[src/rtl/stopwatch_pkg.sv]
// rtl/stopwatch_pkg.sv - shared stopwatch types and LED timing defaults
package stopwatch_pkg;

    typedef enum logic [1:0] {
        PS_IDLE,
        PS_HIGH,
        PS_GAP
    } ps_state_t;

    localparam int LED_STRETCH_CYC = 4;
    localparam int LED_GAP_CYC     = 2;

endpackage

[src/rtl/sat_counter.sv]
// rtl/sat_counter.sv - up/down counter saturating at 0 and MAX
module sat_counter #(
    parameter int MAX = 3,
    parameter int W   = $clog2(MAX + 1)
) (
    input  logic         clk,
    input  logic         rst,
    input  logic         inc,
    input  logic         dec,
    output logic [W-1:0] count,
    output logic         ovf
);

    // Simultaneous inc and dec cancel, so a full counter never reports overflow then.
    assign ovf = inc && !dec && (count == W'(MAX));

    always_ff @(posedge clk) begin
        if (rst) begin
            count <= '0;
        end else if (inc && !dec && (count != W'(MAX))) begin
            count <= count + W'(1);
        end else if (dec && !inc && (count != '0)) begin
            count <= count - W'(1);
        end
    end

endmodule

[src/rtl/pulse_stretcher.sv]
// rtl/pulse_stretcher.sv - stretches strobes into fixed-length levels with queued replay
module pulse_stretcher
    import stopwatch_pkg::*;
#(
    parameter int STRETCH  = LED_STRETCH_CYC,
    parameter int GAP      = LED_GAP_CYC,
    parameter int PEND_MAX = 3,
    parameter int CW       = $clog2(((STRETCH > GAP) ? STRETCH : GAP) + 1),
    parameter int PW       = $clog2(PEND_MAX + 1)
) (
    input  logic          clk,
    input  logic          rst,
    input  logic          pulse_in,
    input  logic          clr_ovf,
    output logic          level_out,
    output logic          busy,
    output logic [PW-1:0] pend_cnt,
    output logic          overflow
);

    if (STRETCH < 1 || GAP < 1 || PEND_MAX < 1) begin : g_bad_params
        $error("pulse_stretcher: STRETCH, GAP and PEND_MAX must all be >= 1");
    end

    ps_state_t      state, state_nxt;
    logic [CW-1:0]  cnt, cnt_nxt;
    logic           level_nxt, busy_nxt;
    logic           inc, dec, drop;

    sat_counter #(.MAX(PEND_MAX), .W(PW)) u_pend (
        .clk   (clk),
        .rst   (rst),
        .inc   (inc),
        .dec   (dec),
        .count (pend_cnt),
        .ovf   (drop)
    );

    always_ff @(posedge clk) begin
        if (rst) begin
            state     <= PS_IDLE;
            cnt       <= '0;
            level_out <= 1'b0;
            busy      <= 1'b0;
            overflow  <= 1'b0;
        end else begin
            state     <= state_nxt;
            cnt       <= cnt_nxt;
            level_out <= level_nxt;
            busy      <= busy_nxt;
            if (drop) begin
                overflow <= 1'b1;
            end else if (clr_ovf) begin
                overflow <= 1'b0;
            end
        end
    end

    always_comb begin
        state_nxt = state;
        cnt_nxt   = cnt;
        level_nxt = level_out;
        busy_nxt  = busy;
        inc       = 1'b0;
        dec       = 1'b0;
        case (state)
            PS_IDLE: begin
                if (pulse_in) begin
                    state_nxt = PS_HIGH;
                    cnt_nxt   = CW'(STRETCH - 1);
                    level_nxt = 1'b1;
                    busy_nxt  = 1'b1;
                end
            end
            PS_HIGH: begin
                inc = pulse_in;
                if (cnt != '0) begin
                    cnt_nxt = cnt - CW'(1);
                end else begin
                    state_nxt = PS_GAP;
                    cnt_nxt   = CW'(GAP - 1);
                    level_nxt = 1'b0;
                end
            end
            PS_GAP: begin
                inc = pulse_in;
                if (cnt != '0) begin
                    cnt_nxt = cnt - CW'(1);
                end else if ((pend_cnt != '0) || pulse_in) begin
                    // A fresh strobe here pairs its inc with this dec: consumed directly.
                    dec       = 1'b1;
                    state_nxt = PS_HIGH;
                    cnt_nxt   = CW'(STRETCH - 1);
                    level_nxt = 1'b1;
                end else begin
                    state_nxt = PS_IDLE;
                    busy_nxt  = 1'b0;
                end
            end
            default: begin
                state_nxt = PS_IDLE;
            end
        endcase
    end

endmodule

[config.mk]
export PLATFORM = sky130hd
export DESIGN_NAME = pulse_stretcher
export DESIGN_NICKNAME = d
export VERILOG_FILES = /design/src/rtl/stopwatch_pkg.sv /design/src/rtl/sat_counter.sv /design/src/rtl/pulse_stretcher.sv
export SDC_FILE = /design/constraint.sdc
export NUM_CORES = 1
export LEC_CHECK = 0
export CAP_MARGIN = 20
export CORE_AREA = 2 2 39 41
export DETAILED_ROUTE_END_ITERATION = 10
export DIE_AREA = 0 0 41 43
export DONT_BUFFER_PORTS = 1
export HOLD_SLACK_MARGIN = 0.1
export PLACE_DENSITY = 0.61
export SETUP_SLACK_MARGIN = 0.5
export SKIP_LAST_GASP = 1
export SLEW_MARGIN = 10
export SYNTH_ARGS = -nofsm -noshare
export SYNTH_HDL_FRONTEND = slang
export SYNTH_SLANG_ARGS = --single-unit
[constraint.sdc]
create_clock -name clk -period 2.2 [get_ports clk]
set_input_delay 0.22 -clock clk [delete_from_list [all_inputs] [get_ports clk]]
set_output_delay 0.22 -clock clk [all_outputs]
set_load 0.05 [all_outputs]
After elaboration in Yosys (flattened, before gate mapping)

Cells that the tools add are included.

Add/subtract/negate cells: 3
Multipliers: 0
Divide/modulo/power cells: 0
$lt $le $gt $ge: 0
Equal/unequal tests: 10
Shifts and indexed selects: 0
Multiplexer cells: 26
Bitwise logic cells: 0
Reductions and logical operators: 20

Operator list:

| kind                  | number |
|---|---|
| $mux W1               | 13 |
| $mux W3               | 4 |
| $ne A2 B2 Y1 const B  | 6 |
| $mux W2               | 5 |
| $pmux W3 S3           | 1 |
| $reduce_bool A2 Y1    | 4 |
| $pmux W2 S3           | 1 |
| $reduce_and A3 Y1     | 2 |
| $reduce_bool A3 Y1    | 2 |
| $logic_and A1 B1 Y1   | 5 |
| $reduce_and A5 Y1     | 1 |
| $eq A2 B2 Y1 const B  | 2 |
| $reduce_and A4 Y1     | 1 |
| $ne A3 B3 Y1 const B  | 1 |
| $pmux W1 S3           | 1 |
| $sub A3 B1 Y3 const B | 1 |
| $add A2 B1 Y2 const B | 1 |
| $eq A2 B1 Y1 const B  | 1 |
| $logic_not A1 Y1      | 2 |
| $logic_not A2 Y1      | 1 |
| $pmux W1 S2           | 1 |
| $reduce_or A2 Y1      | 1 |
| $sub A2 B1 Y2 const B | 1 |
| $logic_or A1 B1 Y1    | 1 |

Register bits after elaboration: 10
Bits in latches: 0
RAM bits: 0
Memory bits (read-only): 0
Output and inout bits: 5
Logic and storage cells: 65
Memories kept: 0

Longest topological paths before layout

Depth in word-level cells: 9
Mapped depth: 6
Depth with buffers taken out: 6

Modules after synthesis

From an unflattened synthesis, not the netlist that was laid out.

Cell total of the unflattened synthesis: 70
Area, all modules: 604.3 um2

By module, submodules not included:

| module          | times used | cells an instance | area each (um2) |
|---|---|---|---|
| pulse_stretcher | 1          | 57                | 485.5 |
| sat_counter     | 1          | 13                | 118.9 |

Worst setup path after synthesis

No wires, ideal clock.

Path type: register to register
From: register u_pend.count[0]
To: register cnt[2]
Setup time: 0.116 ns
Data arrival time: 1.505 ns
Required time: 2.084 ns
Slack: 0.579 ns
Cell stages (with the launch flop): 5
Cells stage by stage: dfxtp_1 -> nor3_1 -> a221oi_2 -> o21ai_0 -> and3b_1

Word-level cells in the longest chain between the ends: 4

Ends and longest elaborated chain:

| element                     | RTL line              | text |
|---|---|---|
| from (decl)                 | sat_counter.sv:10     | `output logic [W-1:0] count,` |
| from (signal assigned)      | sat_counter.sv:21     | `count <= count + W'(1);` |
| from (signal assigned)      | sat_counter.sv:23     | `count <= count - W'(1);` |
| $reduce_bool A2 Y1          | pulse_stretcher.sv:89 | `end else if ((pend_cnt != '0) \|\| pulse_in) begin` |
| $logic_or A1 B1 Y1          | pulse_stretcher.sv:89 |  |
| $ne A3 B3 Y1 (no line)      | -                     |  |
| $reduce_and A3 Y1 (no line) | -                     |  |
| to (signal assigned)        | pulse_stretcher.sv:48 | `cnt <= cnt_nxt;` |
| to (decl)                   | pulse_stretcher.sv:26 | `logic [CW-1:0] cnt, cnt_nxt;` |

Every way passes these cells.
A chain may end at the register's enable or synchronous reset.

Worst setup path after layout

From: register state[0]
To: register u_pend.count[0]

Word-level cells in the longest chain between the ends: 7
Elaborated cells on any way between the ends: 13
Those cells by class: 2 x eq/ne; 3 x mux; 8 x reduce/logical

Ends and longest elaborated chain:

| element                                             | RTL line              | text |
|---|---|---|
| from (decl)                                         | pulse_stretcher.sv:25 | `ps_state_t state, state_nxt;` |
| from (signal assigned)                              | pulse_stretcher.sv:47 | `state <= state_nxt;` |
| $eq A2 B2 Y1 / $eq A2 B1 Y1 (equally long branches) | pulse_stretcher.sv:66 | `case (state)` |
| $reduce_or A2 Y1 (no line)                          | -                     |  |
| $mux W1                                             | pulse_stretcher.sv:66 |  |
| $logic_not A1 Y1                                    | sat_counter.sv:22     | `end else if (dec && !inc && (count != '0)) begin` |
| $logic_and A1 B1 Y1 (2 in a row)                    | sat_counter.sv:22     |  |
| $reduce_bool A2 Y1 (no line)                        | -                     |  |

Several ways; a longest one is shown, not always the timed one.

==> flow_summary.json <==
{
  "post_route_minimum_period_ns": 1.61,
  "num-fill-cells": 137,
  "synthesized_instance_count": 69,
  "core_area_mm2": 0.00138,
  "post_place_cell_area_um2": 623,
  "run_status": "finished, final reports clean",
  "cts_tree": "done",
  "share_of_final_layout_standard_cells_stronger_than_drive_strength_1_pct": 20.0,
  "post-cts-setup-buffers": 0,
  "worst_setup_path_start_kind": "register",
  "drc": 0,
  "clk_pin_slew_worst_paths_ns": 0.08,
  "clock-root-buffer": "sky130_fd_sc_hd__clkbuf_4",
  "drtPass1Iterations": 4,
  "stdcell_area_um2": 696,
  "slew_headroom_pct": 66.6,
  "cp_max_fanout": 8,
  "routed-via-count": 533,
  "grt_overflow_total": 0,
  "path_buf_inv": 1,
  "synth-simple-area-share_pct": 28.1,
  "fin_nets": 84,
  "finalHoldViolCount": 0,
  "grt_pass1_wl_mm": 2.16,
  "grt_use_total_pct": 18.5,
  "synth_async_sr_flop_share_pct": 0,
  "dr.first_iter.drc_count": 7,
  "syn_nets": 77,
  "die_x_um": 41,
  "cellPowerDensity_mw_per_mm2": 1410,
  "critical_path.slowest_cell": "sky130_fd_sc_hd__nor4b_4",
  "finalMaxSlewViolations": 0,
  "synth.yosys.seq_area_share_pct": 33.8,
  "design.die.area_mm2": 0.00176,
  "worst_path_largest_cell_delay_ns": 0.42,
  "initial_antenna_violation_count": 0,
  "clock_insertion_delay_at_the_later_pin_of_the_skew_report_ns": 0.28,
  "path_class": "reg2reg",
  "detail_route.vias_per_cell": 5.86,
  "power.leakage_nw": 0.278,
  "yosys_reg_bits": 10,
  "grt_max_degree": 10,
  "timing.critical_path.to_type": "register",
  "place_congestion": 0.738,
  "ioPinCount": 9,
  "place.detailed.hpwl_um": 893,
  "crit_family": "simple AND/OR/NAND/NOR gates",
  "worst_slew_pin_slew_ns": 0.500,
  "initial_utilization_pct": 42.8,
  "cts-buffers-inserted": 3,
  "h_tree_levels": 1,
  "period_share_pct": 73.0,
  "yosysWarningCount": 0,
  "avgSynthCellArea_um2": 8.58,
  "port_buffers": 0,
  "synth_xor_xnor_area_share_pct": 0,
  "synth_enable_flop_cells": 0,
  "syn_area_um2": 592,
  "routed_wl_mm": 1.25,
  "die_h_um": 43,
  "rsz0062_at_grt": "yes",
  "core.rowCount": 14,
  "timing.hold.worst.class": "in2reg",
  "antenna_cells": 0,
  "series_of_cell_instances_along_the_critical_path": "inv_1 -> ha_4 -> nor4b_4 -> or3_1 -> nand2_1 -> a221oi_2",
  "number_of_sinks_driven_by_the_clock_tree": 10,
  "ys.flop_type": "sky130_fd_sc_hd__dfxtp_1",
  "synth_compound_area_share_pct": 22.4,
  "cap_viol_max_count": 0,
  "synth_top_family_by_area": "simple AND/OR/NAND/NOR gates",
  "final.setup.tns_ns": 0,
  "synth_cell_types": 27,
  "area_growth_syn_to_layout_pct": 17.5,
  "route.detailed.wl_per_inst_um": 13.8,
  "cp.arrival_ns": 1.80,
  "max_clk_rate_mhz": 623,
  "r2r_setup_slack_ns": 0.59,
  "remaining_antenna_violation_count": 0,
  "setup-violations-final": 0,
  "ir_drop_v": 0.000501,
  "share_of_cell_area_taken_by_muxes_after_synthesis_pct": 3.38,
  "synthAdderAreaFrac_pct": 8.46,
  "crit_required_ns": 2.39,
  "finalClockSkew_ns": 0.00585,
  "clockBufferDepth": 2,
  "number_of_global_route_vias_before_repair": 479
}
## metal layers
metal | part of all wire, % | vias to the layer above | global-route usage [%]
met3 | 4.5 | 5 | 3.66
met1 | 45 | 247 | 23.3
met2 | 47 | 15 | 26.3
li1 | - | 266 | -
met5 | 0 | - | 0
met4 | 3.8 | 0 | 14.0
## Yosys cell counts, types with 2 or more instances
master,number,area (um^2)
sky130_fd_sc_hd__nand2_1,7,26.3
sky130_fd_sc_hd__nand3_1,3,15.0
sky130_fd_sc_hd__a221oi_2,2,30.0
sky130_fd_sc_hd__dfxtp_1,10,200
sky130_fd_sc_hd__a21oi_1,6,30.0
sky130_fd_sc_hd__o21ai_0,5,25.0
sky130_fd_sc_hd__inv_1,5,18.8
sky130_fd_sc_hd__nor3_1,2,10.0
sky130_fd_sc_hd__ha_1,4,50.1
sky130_fd_sc_hd__or3_1,2,12.5
sky130_fd_sc_hd__mux2i_1,2,20.0
sky130_fd_sc_hd__nor2_1,6,22.5
## layout by cell type (no fill, tap or decap), types with 2 or more instances in the layout
cell                       count
sky130_fd_sc_hd__nand3_1       3
sky130_fd_sc_hd__ha_1          3
sky130_fd_sc_hd__dfxtp_1      10
sky130_fd_sc_hd__a21oi_1       6
sky130_fd_sc_hd__inv_1         5
sky130_fd_sc_hd__nand2_1       7
sky130_fd_sc_hd__mux2i_1       2
sky130_fd_sc_hd__clkbuf_4      3
sky130_fd_sc_hd__buf_4         2
sky130_fd_sc_hd__o21ai_0       5
sky130_fd_sc_hd__nor3_1        2
sky130_fd_sc_hd__nor2_1        5
sky130_fd_sc_hd__or3_1         2
## report_power, final
group / leakage [nW] / internal, mW / switching (mW)
Sequential: 0.0823 / 0.236 / 0.118
Combinational: 0.175 / 0.194 / 0.257
Clock: 0.0210 / 0.101 / 0.0763
## state kept, by name, indices dropped and copies added (netlist names)
| name | flops |
|---|---|
| busy | 1 |
| cnt | 3 |
| level_out | 1 |
| overflow | 1 |
| state | 2 |
| u_pend.count | 2 |
## kinds of logic after synthesis
family | after synthesis
AND/OR/NAND/NOR | 28
AO/OA/AOI/OAI | 19
flip-flops | 10
buffers and inverters | 6
adder cells (fa/ha/maj) | 4
multiplexers | 2
## through the flow
stage	setup WS [ns]	util [%]	hold WS (ns)	total power, mW	instances
2_1_floorplan	0.579	-	0.391	0.686	69
3_5_place_dp	0.511	45.0	0.292	0.771	86
5_1_grt	0.477	50.3	0.135	1.07	91
3_3_place_gp	0.581	45.0	0.291	0.766	86
6_report	0.595	50.3	0.121	0.982	91
4_1_cts	0.561	48.6	0.118	0.955	91
## final cells by class
class / instances / area (um^2) / area share, %
Tap cell: 16 / 20.0 / 2.88
Timing Repair Buffer: 3 / 25.0 / 3.60
Sequential cell: 10 / 200 / 28.8
Inverter: 5 / 18.8 / 2.70
Multi-Input combinational cell: 53 / 395 / 56.8
Clock buffer: 4 / 36.3 / 5.22
## worst paths after layout
check	from	endpoint	cells after the start
max reg2reg	state[0]	u_pend.count[0]	6
max	state[0]	u_pend.count[0]	6
min reg2reg	state[1]	state[1]	2
min	clr_ovf	overflow	3
## timing repair
item                                    CTS  global route
hold buffers                              1             0
pin swaps                                 1             0
endpoints found under the setup margin    1             6
gates resized for setup                   1             3
endpoints found under the hold margin     9             0
## tightest hold or removal path, stage by stage
cell and delay, ns:
sky130_fd_sc_hd__inv_1 0.03, sky130_fd_sc_hd__a32oi_1 0.04, sky130_fd_sc_hd__nor2_1 0.07
(Power assumes the default switching activity.)
